--- config.mk ---
export PLATFORM = sky130hd
export DESIGN_NAME = oled_receiver
export DESIGN_NICKNAME = d
export VERILOG_FILES = /design/src/rtl/oled_receiver.sv
export SDC_FILE = /design/constraint.sdc
export NUM_CORES = 1
export LEC_CHECK = 0
export BUFFER_PORTS_ARGS = -buffer_cell sky130_fd_sc_hd__buf_2
export CORE_MARGIN = 8
export CORE_UTILIZATION = 50
export CTS_BUF_LIST = sky130_fd_sc_hd__clkbuf_4 sky130_fd_sc_hd__clkbuf_8 sky130_fd_sc_hd__clkbuf_16
export DETAILED_ROUTE_END_ITERATION = 8
export PLACE_DENSITY = 0.75
export SLEW_MARGIN = 15
export SYNTH_ARGS = -nofsm -noshare
export SYNTH_HDL_FRONTEND = slang
export SYNTH_SLANG_ARGS = --single-unit
--- constraint.sdc ---
create_clock -name HCLK -period 2.1 [get_ports HCLK]
set_input_delay 0.21 -clock HCLK [delete_from_list [all_inputs] [get_ports HCLK]]
set_output_delay 0.21 -clock HCLK [all_outputs]
set_load 0.05 [all_outputs]
--- src/rtl/oled_receiver.sv ---
// ----------------------------------------------------------------------------
// oled_receiver
//   Display-side receiver for the OLED serial link. Deserialises the
//   nCS/DnC/SDIN/SCLK stream (MSB first, SCLK sampled on its rising edge)
//   and decodes the set-column (0x15), set-row (0x75) and write-pixels
//   (0x5C) commands. It keeps the column/row window and pixel address, and
//   pulses pixel_valid once per completed two-byte colour.
//
// Ports
//   HCLK, HRESETn          system clock, asynchronous active-low reset
//   nCS, DnC, SDIN, SCLK   serial link inputs, synchronous to HCLK
//   byte_valid/_data/_dnc  one-cycle pulse plus last completed byte and DnC
//   pixel_valid/_x/_y/_colour  one-cycle pulse plus written pixel
//   col_start/col_end/row_start/row_end  current address window
//   cmd_error              one-cycle pulse: unknown command or stray data
// ----------------------------------------------------------------------------
module oled_receiver #(
    parameter int CoordWidth  = 7,
    parameter int ColourWidth = 16
) (
    input  logic                   HCLK,
    input  logic                   HRESETn,
    input  logic                   nCS,
    input  logic                   DnC,
    input  logic                   SDIN,
    input  logic                   SCLK,
    output logic                   byte_valid,
    output logic [7:0]             byte_data,
    output logic                   byte_dnc,
    output logic                   pixel_valid,
    output logic [CoordWidth-1:0]  pixel_x,
    output logic [CoordWidth-1:0]  pixel_y,
    output logic [ColourWidth-1:0] pixel_colour,
    output logic [CoordWidth-1:0]  col_start,
    output logic [CoordWidth-1:0]  col_end,
    output logic [CoordWidth-1:0]  row_start,
    output logic [CoordWidth-1:0]  row_end,
    output logic                   cmd_error
);

    typedef enum logic [2:0] {
        IDLE,
        COL_ARG0,
        COL_ARG1,
        ROW_ARG0,
        ROW_ARG1,
        PIX_HI,
        PIX_LO
    } state_t;

    state_t                 state_q, state_d;
    logic                   sclk_q, sclk_d;
    logic [2:0]             cnt_q, cnt_d;
    logic [6:0]             shift_q, shift_d;
    logic [7:0]             hi_q, hi_d;
    logic [CoordWidth-1:0]  x_q, x_d, y_q, y_d;
    logic [CoordWidth-1:0]  cs_q, cs_d, ce_q, ce_d, rs_q, rs_d, re_q, re_d;
    logic                   bv_q, bv_d, bdnc_q, bdnc_d;
    logic [7:0]             bd_q, bd_d;
    logic                   pv_q, pv_d, err_q, err_d;
    logic [CoordWidth-1:0]  px_q, px_d, py_q, py_d;
    logic [ColourWidth-1:0] pc_q, pc_d;

    logic                   bit_edge;
    logic [7:0]             byte_w;
    logic [CoordWidth-1:0]  arg_w;

    assign bit_edge = SCLK & ~sclk_q & ~nCS;
    // The 8th bit completes the byte in the same cycle it is sampled, so the
    // decoder works on the shift register contents plus the incoming bit.
    assign byte_w   = {shift_q, SDIN};
    assign arg_w    = CoordWidth'(byte_w[6:0]);

    always_comb begin
        sclk_d  = SCLK;
        cnt_d   = cnt_q;
        shift_d = shift_q;
        state_d = state_q;
        hi_d    = hi_q;
        x_d     = x_q;
        y_d     = y_q;
        cs_d    = cs_q;
        ce_d    = ce_q;
        rs_d    = rs_q;
        re_d    = re_q;
        bv_d    = 1'b0;
        bd_d    = bd_q;
        bdnc_d  = bdnc_q;
        pv_d    = 1'b0;
        px_d    = px_q;
        py_d    = py_q;
        pc_d    = pc_q;
        err_d   = 1'b0;

        if (nCS) begin
            cnt_d = '0;
        end else if (bit_edge) begin
            shift_d = byte_w[6:0];
            cnt_d   = cnt_q + 3'd1;
            if (cnt_q == 3'd7) begin
                bv_d   = 1'b1;
                bd_d   = byte_w;
                bdnc_d = DnC;
                if (!DnC) begin
                    unique case (byte_w)
                        8'h15: state_d = COL_ARG0;
                        8'h75: state_d = ROW_ARG0;
                        8'h5C: begin
                            state_d = PIX_HI;
                            x_d     = cs_q;
                            y_d     = rs_q;
                        end
                        default: begin
                            state_d = IDLE;
                            err_d   = 1'b1;
                        end
                    endcase
                end else begin
                    unique case (state_q)
                        IDLE:     err_d = 1'b1;
                        COL_ARG0: begin cs_d = arg_w; state_d = COL_ARG1; end
                        COL_ARG1: begin ce_d = arg_w; state_d = IDLE;     end
                        ROW_ARG0: begin rs_d = arg_w; state_d = ROW_ARG1; end
                        ROW_ARG1: begin re_d = arg_w; state_d = IDLE;     end
                        PIX_HI:   begin hi_d = byte_w; state_d = PIX_LO;  end
                        PIX_LO: begin
                            pv_d    = 1'b1;
                            px_d    = x_q;
                            py_d    = y_q;
                            pc_d    = ColourWidth'({hi_q, byte_w});
                            state_d = PIX_HI;
                            // Raster advance inside the window; +1 wraps
                            // modulo 2^CoordWidth so start>end is legal.
                            if (x_q == ce_q) begin
                                x_d = cs_q;
                                y_d = (y_q == re_q) ? rs_q : y_q + 1'b1;
                            end else begin
                                x_d = x_q + 1'b1;
                            end
                        end
                        default: state_d = IDLE;
                    endcase
                end
            end
        end
    end

    always_ff @(posedge HCLK or negedge HRESETn) begin
        if (!HRESETn) begin
            state_q <= IDLE;
            sclk_q  <= 1'b0;
            cnt_q   <= '0;
            shift_q <= '0;
            hi_q    <= '0;
            x_q     <= '0;
            y_q     <= '0;
            cs_q    <= '0;
            ce_q    <= '1;
            rs_q    <= '0;
            re_q    <= '1;
            bv_q    <= 1'b0;
            bd_q    <= '0;
            bdnc_q  <= 1'b0;
            pv_q    <= 1'b0;
            px_q    <= '0;
            py_q    <= '0;
            pc_q    <= '0;
            err_q   <= 1'b0;
        end else begin
            state_q <= state_d;
            sclk_q  <= sclk_d;
            cnt_q   <= cnt_d;
            shift_q <= shift_d;
            hi_q    <= hi_d;
            x_q     <= x_d;
            y_q     <= y_d;
            cs_q    <= cs_d;
            ce_q    <= ce_d;
            rs_q    <= rs_d;
            re_q    <= re_d;
            bv_q    <= bv_d;
            bd_q    <= bd_d;
            bdnc_q  <= bdnc_d;
            pv_q    <= pv_d;
            px_q    <= px_d;
            py_q    <= py_d;
            pc_q    <= pc_d;
            err_q   <= err_d;
        end
    end

    assign byte_valid   = bv_q;
    assign byte_data    = bd_q;
    assign byte_dnc     = bdnc_q;
    assign pixel_valid  = pv_q;
    assign pixel_x      = px_q;
    assign pixel_y      = py_q;
    assign pixel_colour = pc_q;
    assign col_start    = cs_q;
    assign col_end      = ce_q;
    assign row_start    = rs_q;
    assign row_end      = re_q;
    assign cmd_error    = err_q;

endmodule

### Word level (Yosys, flattened, before mapping)

Index checks and enable logic that the tools add are counted.

* register bits after elaboration: 106
* input bits: 6
* output and inout bits: 70
* logic and storage cells: 84

* $add $sub $neg: 3
* equal/unequal tests: 15
* mux-type cells: 28
* bitwise gates (word level): 4
* reductions and logical operators: 15

Operators by type and width (number)
* 2-to-1 mux 7 bit: 9
* AND reduction 5 bit: 7
* equality test 8 x 7 -> 1 bit, second input constant: 2
* case mux 3 bit (5 select lines): 1
* adder 7 x 1 -> 7 bit, second input constant: 2
* equality test 7 bit: 2
* 2-to-1 mux 1 bit: 14
* equality test 3 bit, second input constant: 4
* 2-to-1 mux 3 bit: 3
* case mux 3 bit (3 select lines): 1
* equality test 8 x 5 -> 1 bit, second input constant: 1
* equality test 3 x 2 -> 1 bit, second input constant: 2
* AND reduction 6 bit: 1
* inequality test 2 x 1 -> 1 bit, second input constant: 2
* AND reduction 4 bit: 1
* nonzero test 2 bit: 2
* adder 3 x 1 -> 3 bit, second input constant: 1
* equality test 3 x 1 -> 1 bit, second input constant: 1
* logical NOT 3 bit: 1
* AND reduction 3 bit: 1
* OR reduction 3 bit: 1
* AND 1 bit: 2
* inequality test 2 bit, second input constant: 1
* inverter 1 bit: 2
* AND reduction 2 bit: 1

### Depth between registers and ports, before layout

Gate-level depths: netlist of the first run.

* depth after elaboration: 7
* depth in mapped cells: 10
* mapped depth without buffers: 8

### Worst setup path before layout of the first run

OpenSTA, ideal clock, no wires.

* kind: register to register
* start point: reg cnt_q[0]
* end point: reg y_q[3]
* library setup time: 0.121 ns
* arrival: 2.074 ns
* data required time: 1.979 ns
* path slack: -0.095 ns
* stages on the path, launching flop included: 11
* path buffers: 2
* period minus slack after synthesis: 2.195 ns
* cell sequence: dfrtp_1 > ha_1 > ha_1 > or3b_4 > clkinv_2 > and2_1 > buf_2 > or2_2 > buf_4 > o211a_1 > o22a_1

* cells in the longest elaborated chain, start to end: 2

RTL lines
* start: declaration: line 53 `logic [2:0] cnt_q, cnt_d;`
* start signal: assignment: line 172 `cnt_q <= cnt_d;`
* equality test 3 bit: line 100 `if (cnt_q == 3'd7) begin`
* AND reduction 6 bit (no line)
* end signal: assignment: line 176 `y_q <= y_d;`
* end: declaration: line 56 `logic [CoordWidth-1:0] x_q, x_d, y_q, y_d;`

Every way passes these cells.
A chain may end at the register's enable or synchronous reset.

### Final worst setup path of the first run

* start point: reg cnt_q[1]
* end point: reg rs_q[0] (netlist: row_start[0])

* cells in the longest elaborated chain, start to end: 2

RTL lines
* equality test 3 bit: line 100
* AND reduction 5 bit (no line)
* end signal: assignment: line 179 `rs_q <= rs_d;`
* end: declaration: line 57 `logic [CoordWidth-1:0] cs_q, cs_d, ce_q, ce_d, rs_q, rs_d, re_q, re_d;`

Every way passes these cells.

==> metrics.md, run 1 <==
| Metric | Value |
|---|---|
| Drt total wl | `10.92 mm` |
| Crit path kind | `reg2reg` |
| Synth top area share | `0.4822` |
| Total power after layout | `3.794 mW` |
| Leak pwr | `3.127 nW` |
| Final Hold Fails | `0` |
| Number of enable flip-flop cells after synthesis | `0` |
| Status | `finished with violations` |
| Period minus WS final | `2.186 ns` |
| Fillers | `723` |
| Vias in the first global route | `3273` |
| Syn Inst Count | `373` |
| Data arrival, critical path | `2.45 ns` |
| Hold Crit Endpoint | `cnt_q[2]$_DFFE_PN0P_` |
| Synth top area cells | `dfrtp_1 48%, mux2_2 12%, dfstp_2 7.7%, mux2_4 5.7%, mux2i_1 3.1%` |
| GRT Resource Usage Total | `0.1709` |
| DR iter-0 viols | `83` |
| H-tree levels | `3` |
| CTS max path bufs | `2` |
| Worst vdd ir | `0.4330 mV` |
| Port Buffers | `75` |
| Period utilization | `1.041` |
| Vias per Instance | `5.269` |
| Average cell area after synthesis | `12.80 sq um` |
| Die area | `12930 sq um` |
| Die Wd | `113.7 um` |
| Worst-case reg-to-reg path depth | `8` |
| Root buf cell | `clkbuf_8` |
| Pin count of the biggest net entering global routing | `43` |
| Share of cells above drive strength 1 | `0.4789` |
| Post-Syn Nets | `383` |
| Initial antenna violation count | `0` |
| Top post-synthesis cells by count | `92 x dfrtp_1, 51 x mux2_2, 39 x nand2_1` |
| Worst setup margin | `-0.08561 ns` |
| CTS tree | `done` |
| First-pass GRT wire length | `17.56 mm` |
| Detail Route Antenna Nets | `0` |
| Dpl cells | `577` |
| Part of the Yosys area used for sequential elements | `0.5592` |
| Cell Count, Final, Fillers Out | `603` |
| Final max-slew violation count | `0` |
| FF/Latch Area | `2670 sq um` |
| Area leader, netlist | `dfrtp_1` |
| R2R setup slack | `-0.09 ns` |
| Max Cap Viol | `0` |
| Min-delay src | `nCS` |
| I/O pin count | `76` |
| Clock skew | `0.01865 ns` |
| Worst skew pair latency | `0.38 ns` |
| Post-synth ARST share | `1.000` |
| Mapped cell area | `4775 sq um` |
| Max_slew headroom | `0.6387` |
| Vias | `3177` |
| Hold depth | `2` |
| Power per cell area | `648.5 nW/um^2` |
| Drt wl/cell | `18.10 um` |
| Seq cells post-synth | `106` |
| FF-to-FF Start | `cnt_q[1]$_DFFE_PN0P_` |
| RSZ-0062 raised after global routing | `true` |
| Worst slew pin tran | `0.5419 ns` |
| CTS buffer count | `9` |
| Clk sinks | `106` |
| Yosys warning count | `0` |
| Endpoint class of the critical path | `flip-flop` |
| Gp weighted congestion | `0.8137` |
| Area of the multi-input gates | `2052 sq um` |
| Post-DP HPWL | `7.581 mm` |
| Clock-pin slew on the worst setup and hold paths | `0.11 ns` |
| Initial core utilization | `0.5167` |
| Reg2reg end | `row_start[0]$_DFFE_PN0P_` |
| Top-count cell post-synth | `dfrtp_1` |
| Worst Setup Start Kind | `flip-flop` |
| Die Y | `113.7 um` |
| CORE AREA | `9240 sq um` |
| Final nets | `479` |
| Setup_tns | `-0.5529 ns` |
| Min-delay worst type | `in2reg` |
| Core Rows | `35` |
| # diodes | `0` |
| Cell variety after synth | `46` |
| Post-DP Area | `5445 sq um` |
| Count of final setup violators | `11` |
| Failing checks | `setup timing` |
| FMAX | `457.5 MHz` |
| Gr ovfl total | `0` |
| CP max FO | `7` |
| Worst Path Required | `2.37 ns` |
| Area Growth Syn to Fin | `22.51%` |
| Post-route cell area | `5849 sq um` |
| DR DRC count | `0` |
| DRT Pass-1 Iters | `4` |
| Top_reg_cell synth | `dfrtp_1` |
==> repair_timing <==
item                       4_1_cts  5_1_grt
gates resized for setup          3       32
setup endpoints to repair       42       69
pin swaps                        0        8
hold buffers                     2        0
cloned                           0        1
buffers inserted                 2        5
hold endpoints to repair        33        0
==> report_power, final <==
part           internal, mW  leakage [nW]  switching [mW]
clock                 0.467         0.100           0.784
sequential             2.09          1.38          0.0440
combinational         0.152          1.65           0.253
total                  2.71          3.13            1.08
==> metal layers <==
layer  track usage  part of all wire  up-vias
li1              -                 -     1497
met1        0.2181              0.44     1606
met2        0.2828              0.50       67
met3       0.04649             0.048        7
met4       0.03908            0.0064        0
met5             0                 0        -
==> cell usage in the layout (no fill, tap or decap), types with 3 or more instances in the layout <==
cell type,netlist,routed
a21oi_1,4,4
a22oi_1,5,4
and3_1,8,8
buf_12,0,4
buf_2,11,74
buf_4,1,25
buf_6,2,6
clkbuf_8,0,9
clkinv_4,0,5
dfrtp_1,92,92
dfstp_2,14,14
inv_1,9,9
mux2_2,51,40
mux2_4,18,29
mux2i_1,15,15
nand2_1,39,39
nand3_1,4,4
nand4_1,6,6
nor2_1,6,6
nor2b_1,3,3
o211ai_1,4,4
o21ai_0,14,12
o22a_1,3,3
xnor2_1,9,9
xor2_1,7,7
==> flip-flops by register name, summed over array words and instances, names as in the netlist, 7 cells and up <==
name	count
shift_q	7
byte_data	8
row_end	7
pixel_colour	16
y_q	7
col_end	7
x_q	7
row_start	7
pixel_y	7
hi_q	8
col_start	7
pixel_x	7
==> through the flow <==
step	setup WS (ns)	utilization	hold slack, ns
floorplan	0.006776	-	-0.08559
global placement	-0.01557	0.5893	0.2173
detailed placement	-0.06005	0.5893	0.2296
CTS	-0.03439	0.6160	0.02336
global route	-0.1658	0.6330	0.03311
finish	-0.08561	0.6330	0.03311
==> kinds of logic (layout without fill, tap and decap cells) <==
group / count (synthesis) / count (layout) / synth area share
xor+xnor: 16 / 16 / 0.02935
fa+ha+maj: 4 / 4 / 0.01048
flops: 106 / 106 / 0.5592
buf+inv: 37 / 137 / 0.03616
mux: 84 / 84 / 0.2083
compound gates: 40 / 40 / 0.05766
simple gates: 86 / 87 / 0.09880
==> critical path, cell delays in order (launching register included) <==
cell and delay, ns:
dfrtp_1 0.42, ha_4 0.16, ha_4 0.11, or3b_4 0.39, clkinv_4 0.09, nand3_2 0.06, or3b_1 0.40, buf_6 0.16
mux2_4 0.30
==> how the worst max path moves through the flow <==
| stage | from | to | slack, ns | cells past startpoint |
|---|---|---|---|---|
| 3_5_place_dp | cnt_q[0]$_DFFE_PN0P_ | row_start[0]$_DFFE_PN0P_ | -0.06 | 8 |
| 2_1_floorplan | cnt_q[0]$_DFFE_PN0P_ | y_q[3]$_DFFE_PN0P_ | 0.007 | 10 |
| 6_report | cnt_q[1]$_DFFE_PN0P_ | row_start[0]$_DFFE_PN0P_ | -0.09 | 8 |
| 4_1_cts | cnt_q[1]$_DFFE_PN0P_ | row_start[0]$_DFFE_PN0P_ | -0.03 | 8 |
| 3_3_place_gp | cnt_q[0]$_DFFE_PN0P_ | row_start[0]$_DFFE_PN0P_ | -0.02 | 8 |
| 5_1_grt | cnt_q[1]$_DFFE_PN0P_ | row_start[0]$_DFFE_PN0P_ | -0.17 | 8 |
==> layout make-up <==
type	instances	area share
clock buffers	9	0.02118
clock inverters	7	0.01262
inverters	10	0.007273
multi-input cells	231	0.3508
flip-flops and latches	106	0.4565
well taps	129	0.02759
repair buffers	111	0.1241
(Power assumes the default switching activity.)
==> inputs of run 2 (changes only) <==
CORE_UTILIZATION = 35   (was 50)
PLACE_DENSITY = not set   (was 0.75)
==> run 2 against run 1 <==
Effect of this change: the run still ends with setup timing left; cell count grew 7.1%; register-to-register slack improved by 0.06 ns; final area about the same; sequential power is essentially flat; critical endpoint is now row_start[2]$_DFFE_PN0P_; largest cell class unchanged; largest power group unchanged.
==> metrics.md, run 2 (same netlist as run 1, synthesis figures left out) <==
| Metric | Value |
|---|---|
| Status | `finished with violations (unchanged)` |
| Failing checks | `setup timing (unchanged)` |
| Worst slew pin tran | `0.4601 ns (was 0.5419 ns)` |
| Pin count of the biggest net entering global routing | `68 (was 43)` |
| Initial antenna violation count | `0 (unchanged)` |
| Vias | `3200 (was 3177)` |
| Reg power frac | `0.517 (was 0.563)` |
| GRT Resource Usage Total | `0.1354 (was 0.1709)` |
| Area Growth Syn to Fin | `22.62% (was 22.51%)` |
| Cell Count, Final, Fillers Out | `646 (was 603)` |
| Core Rows | `42 (was 35)` |
| First-pass GRT wire length | `19.20 mm (was 17.56 mm)` |
| Crit path kind | `reg2reg (unchanged)` |
| Drt wl/cell | `18.03 um (was 18.10 um)` |
| Gp weighted congestion | `0.7704 (was 0.8137)` |
| Fillers | `1234 (was 723)` |
| I/O pin count | `76 (unchanged)` |
| Most common cell after layout, fill and taps aside | `dfrtp_1 (unchanged)` |
| Max Cap Viol | `0 (unchanged)` |
| RSZ-0062 raised after global routing | `true (unchanged)` |
| Comb pwr share | `0.103 (was 0.107)` |
| Critical path's slowest cell | `or3b_4 (was dfrtp_1)` |
| Vias in the first global route | `3374 (was 3273)` |
| Worst skew pair latency | `0.35 ns (was 0.38 ns)` |
| Port Buffers | `75 (unchanged)` |
| H-tree levels | `3 (unchanged)` |
| Worst vdd ir | `0.4488 mV (was 0.4330 mV)` |
| Gr ovfl total | `0 (unchanged)` |
| DR iter-0 viols | `153 (was 83)` |
| Leak pwr | `3.128 nW (was 3.127 nW)` |
| Final nets | `475 (was 479)` |
| Period utilization | `1.012 (was 1.041)` |
| Initial core utilization | `0.3591 (was 0.5167)` |
| DR DRC count | `0 (unchanged)` |
| Drt total wl | `11.65 mm (was 10.92 mm)` |
| CP max FO | `8 (was 7)` |
| # diodes | `0 (unchanged)` |
| Setup_tns | `-0.09125 ns (was -0.5529 ns)` |
| Hold_ws | `0.02792 ns (was 0.03311 ns)` |
| Clock share of power | `0.380 (was 0.330)` |
| Int Power | `3.049 mW (was 2.713 mW)` |
| Worst setup margin | `-0.02503 ns (was -0.08561 ns)` |
| Period minus WS final | `2.125 ns (was 2.186 ns)` |
| Dpl cells | `626 (was 577)` |
| Worst path max stage delay | `0.39 ns (was 0.42 ns)` |
| Min-delay worst type | `in2reg (unchanged)` |
| Die Wd | `132.8 um (was 113.7 um)` |
| Detail Route Antenna Nets | `0 (unchanged)` |
| Final Hold Fails | `0 (unchanged)` |
| Sw Pwr | `1.076 mW (was 1.081 mW)` |
| FMAX | `470.6 MHz (was 457.5 MHz)` |
| Max_slew headroom | `0.6890 (was 0.6387)` |
| Share of cells above drive strength 1 | `0.4660 (was 0.4789)` |
| DRT Pass-1 Iters | `4 (unchanged)` |
| Die area | `17630 sq um (was 12930 sq um)` |
| Clock-pin slew on the worst setup and hold paths | `0.07 ns (was 0.11 ns)` |
| Worst slack at placement | `-0.06798 ns (was -0.06005 ns)` |
| Root buf cell | `clkbuf_16 (was clkbuf_8)` |
| CTS max path bufs | `2 (unchanged)` |
| Worst Path Required | `2.33 ns (was 2.37 ns)` |
| Switching Fraction | `0.2609 (was 0.2849)` |
| Most frequent CP cell | `ha_1 (was ha_4)` |
| Power per cell area | `704.7 nW/um^2 (was 648.5 nW/um^2)` |
| CTS tree | `done (unchanged)` |
| Commonest cells after routing, fill and taps aside | `92 x dfrtp_1, 74 x buf_2, 51 x mux2_2 (was 92 x dfrtp_1, 74 x buf_2, 40 x mux2_2)` |
| Die Y | `132.8 um (was 113.7 um)` |
| Worst Setup Start Kind | `flip-flop (unchanged)` |
| CORE AREA | `13300 sq um (was 9240 sq um)` |
| Clk sinks | `106 (unchanged)` |
| Final max-slew violation count | `0 (unchanged)` |
| Clock skew | `0.006317 ns (was 0.01865 ns)` |
| Data arrival, critical path | `2.35 ns (was 2.45 ns)` |
| Endpoint class of the critical path | `flip-flop (unchanged)` |
| Crit-path cells | `ha_1, ha_1, or3b_4, clkinv_4, nand3_2, or3b_1, buf_6, mux2_4 (was ha_4, ha_4, or3b_4, clkinv_4, nand3_2, or3b_1, buf_6, mux2_4)` |
| Vias per Instance | `4.954 (was 5.269)` |
| Count of final setup violators | `6 (was 11)` |
| Post-DP HPWL | `8.213 mm (was 7.581 mm)` |
| CTS buffer count | `9 (unchanged)` |
| Largest register FFs | `16 (unchanged)` |
[run 2: cell types whose count changed in the layout (fill, tap and decap cells not counted), sizes merged]
cell         previous run  this run
inv                    11        10
clkinvlp                0         1
buf                   109       106
dlygate4sd3             2         1
[run 2: worst max-delay path: cells and delay by family (launching register included)]
| family | cells | cell delay (ns) |
|---|---|---|
| DFF | 1 | 0.36 |
| adders and majority gates | 2 | 0.28 |
| muxes | 1 | 0.30 |
| buffers and inverters | 2 | 0.24 |
| and+or+nand+nor | 3 | 0.83 |
[run 2: worst paths after layout]
check                                               from  cells after the start                     endpoint  slack (ns)
max in group asynchronous                        HRESETn                      3       row_end[2]$_DFFE_PN1P_        1.22
worst min-delay path                                SCLK                      1             sclk_q$_DFF_PN0_        0.03
worst max register to register      cnt_q[0]$_DFFE_PN0P_                      8     row_start[2]$_DFFE_PN0P_       -0.03
worst max-delay path                cnt_q[0]$_DFFE_PN0P_                      8     row_start[2]$_DFFE_PN0P_       -0.03
worst min register to register  byte_data[5]$_DFFE_PN0P_                      2     byte_data[5]$_DFFE_PN0P_        0.48
min in group asynchronous                        HRESETn                      2  pixel_colour[9]$_DFFE_PN0P_        0.22
[run 2: routing by layer]
layer  GRT usage  share of wire  up-vias  wire length, um
met5           0              0        -                0
met4     0.04038          0.013        0              153
met3     0.03520          0.042       12              488
met2      0.2228           0.49       87             5692
met1      0.1703           0.46     1607             5315
li1            -              -     1494                -
[run 2: power groups by stage]
stage | combinational [mW] | clock, mW | sequential [mW]
global route | 0.460 | 1.69 | 2.14
floorplan | 0.203 | 0 | 2.16
global placement | 0.423 | 0 | 2.17
detailed placement | 0.428 | 0 | 2.17
CTS | 0.431 | 1.61 | 2.13
finish | 0.425 | 1.57 | 2.13
[run 2: stage by stage]
| stage | util | total power, mW | instance area [sq um] |
|---|---|---|---|
| 3_3_place_gp | 0.4151 | 2.594 | 5519 |
| 4_1_cts | 0.4384 | 4.175 | 5828 |
| 3_5_place_dp | 0.4151 | 2.600 | 5519 |
| 5_1_grt | 0.4403 | 4.291 | 5854 |
| 2_1_floorplan | - | 2.364 | 4785 |
| 6_report | 0.4403 | 4.126 | 5854 |
[run 2: timing repair]
item	4_1_cts	5_1_grt
hold buffers	1	0
gates resized for setup	7	4
endpoints found under the setup margin	34	68
pin swaps	1	2
hold endpoints to repair	57	0
buffers inserted	0	2
cloned	1	0
[run 2: cell type report]
class,count,area [sq um],area share
Clock buffer,9,225.2,0.03847
Clock inverter,7,45.04,0.007694
Inverter,10,42.54,0.007267
Multi-Input combinational cell,231,1971,0.3366
Sequential cell,106,2670,0.4561
Tap cell,176,220.2,0.03761
Timing Repair Buffer,107,680.7,0.1163
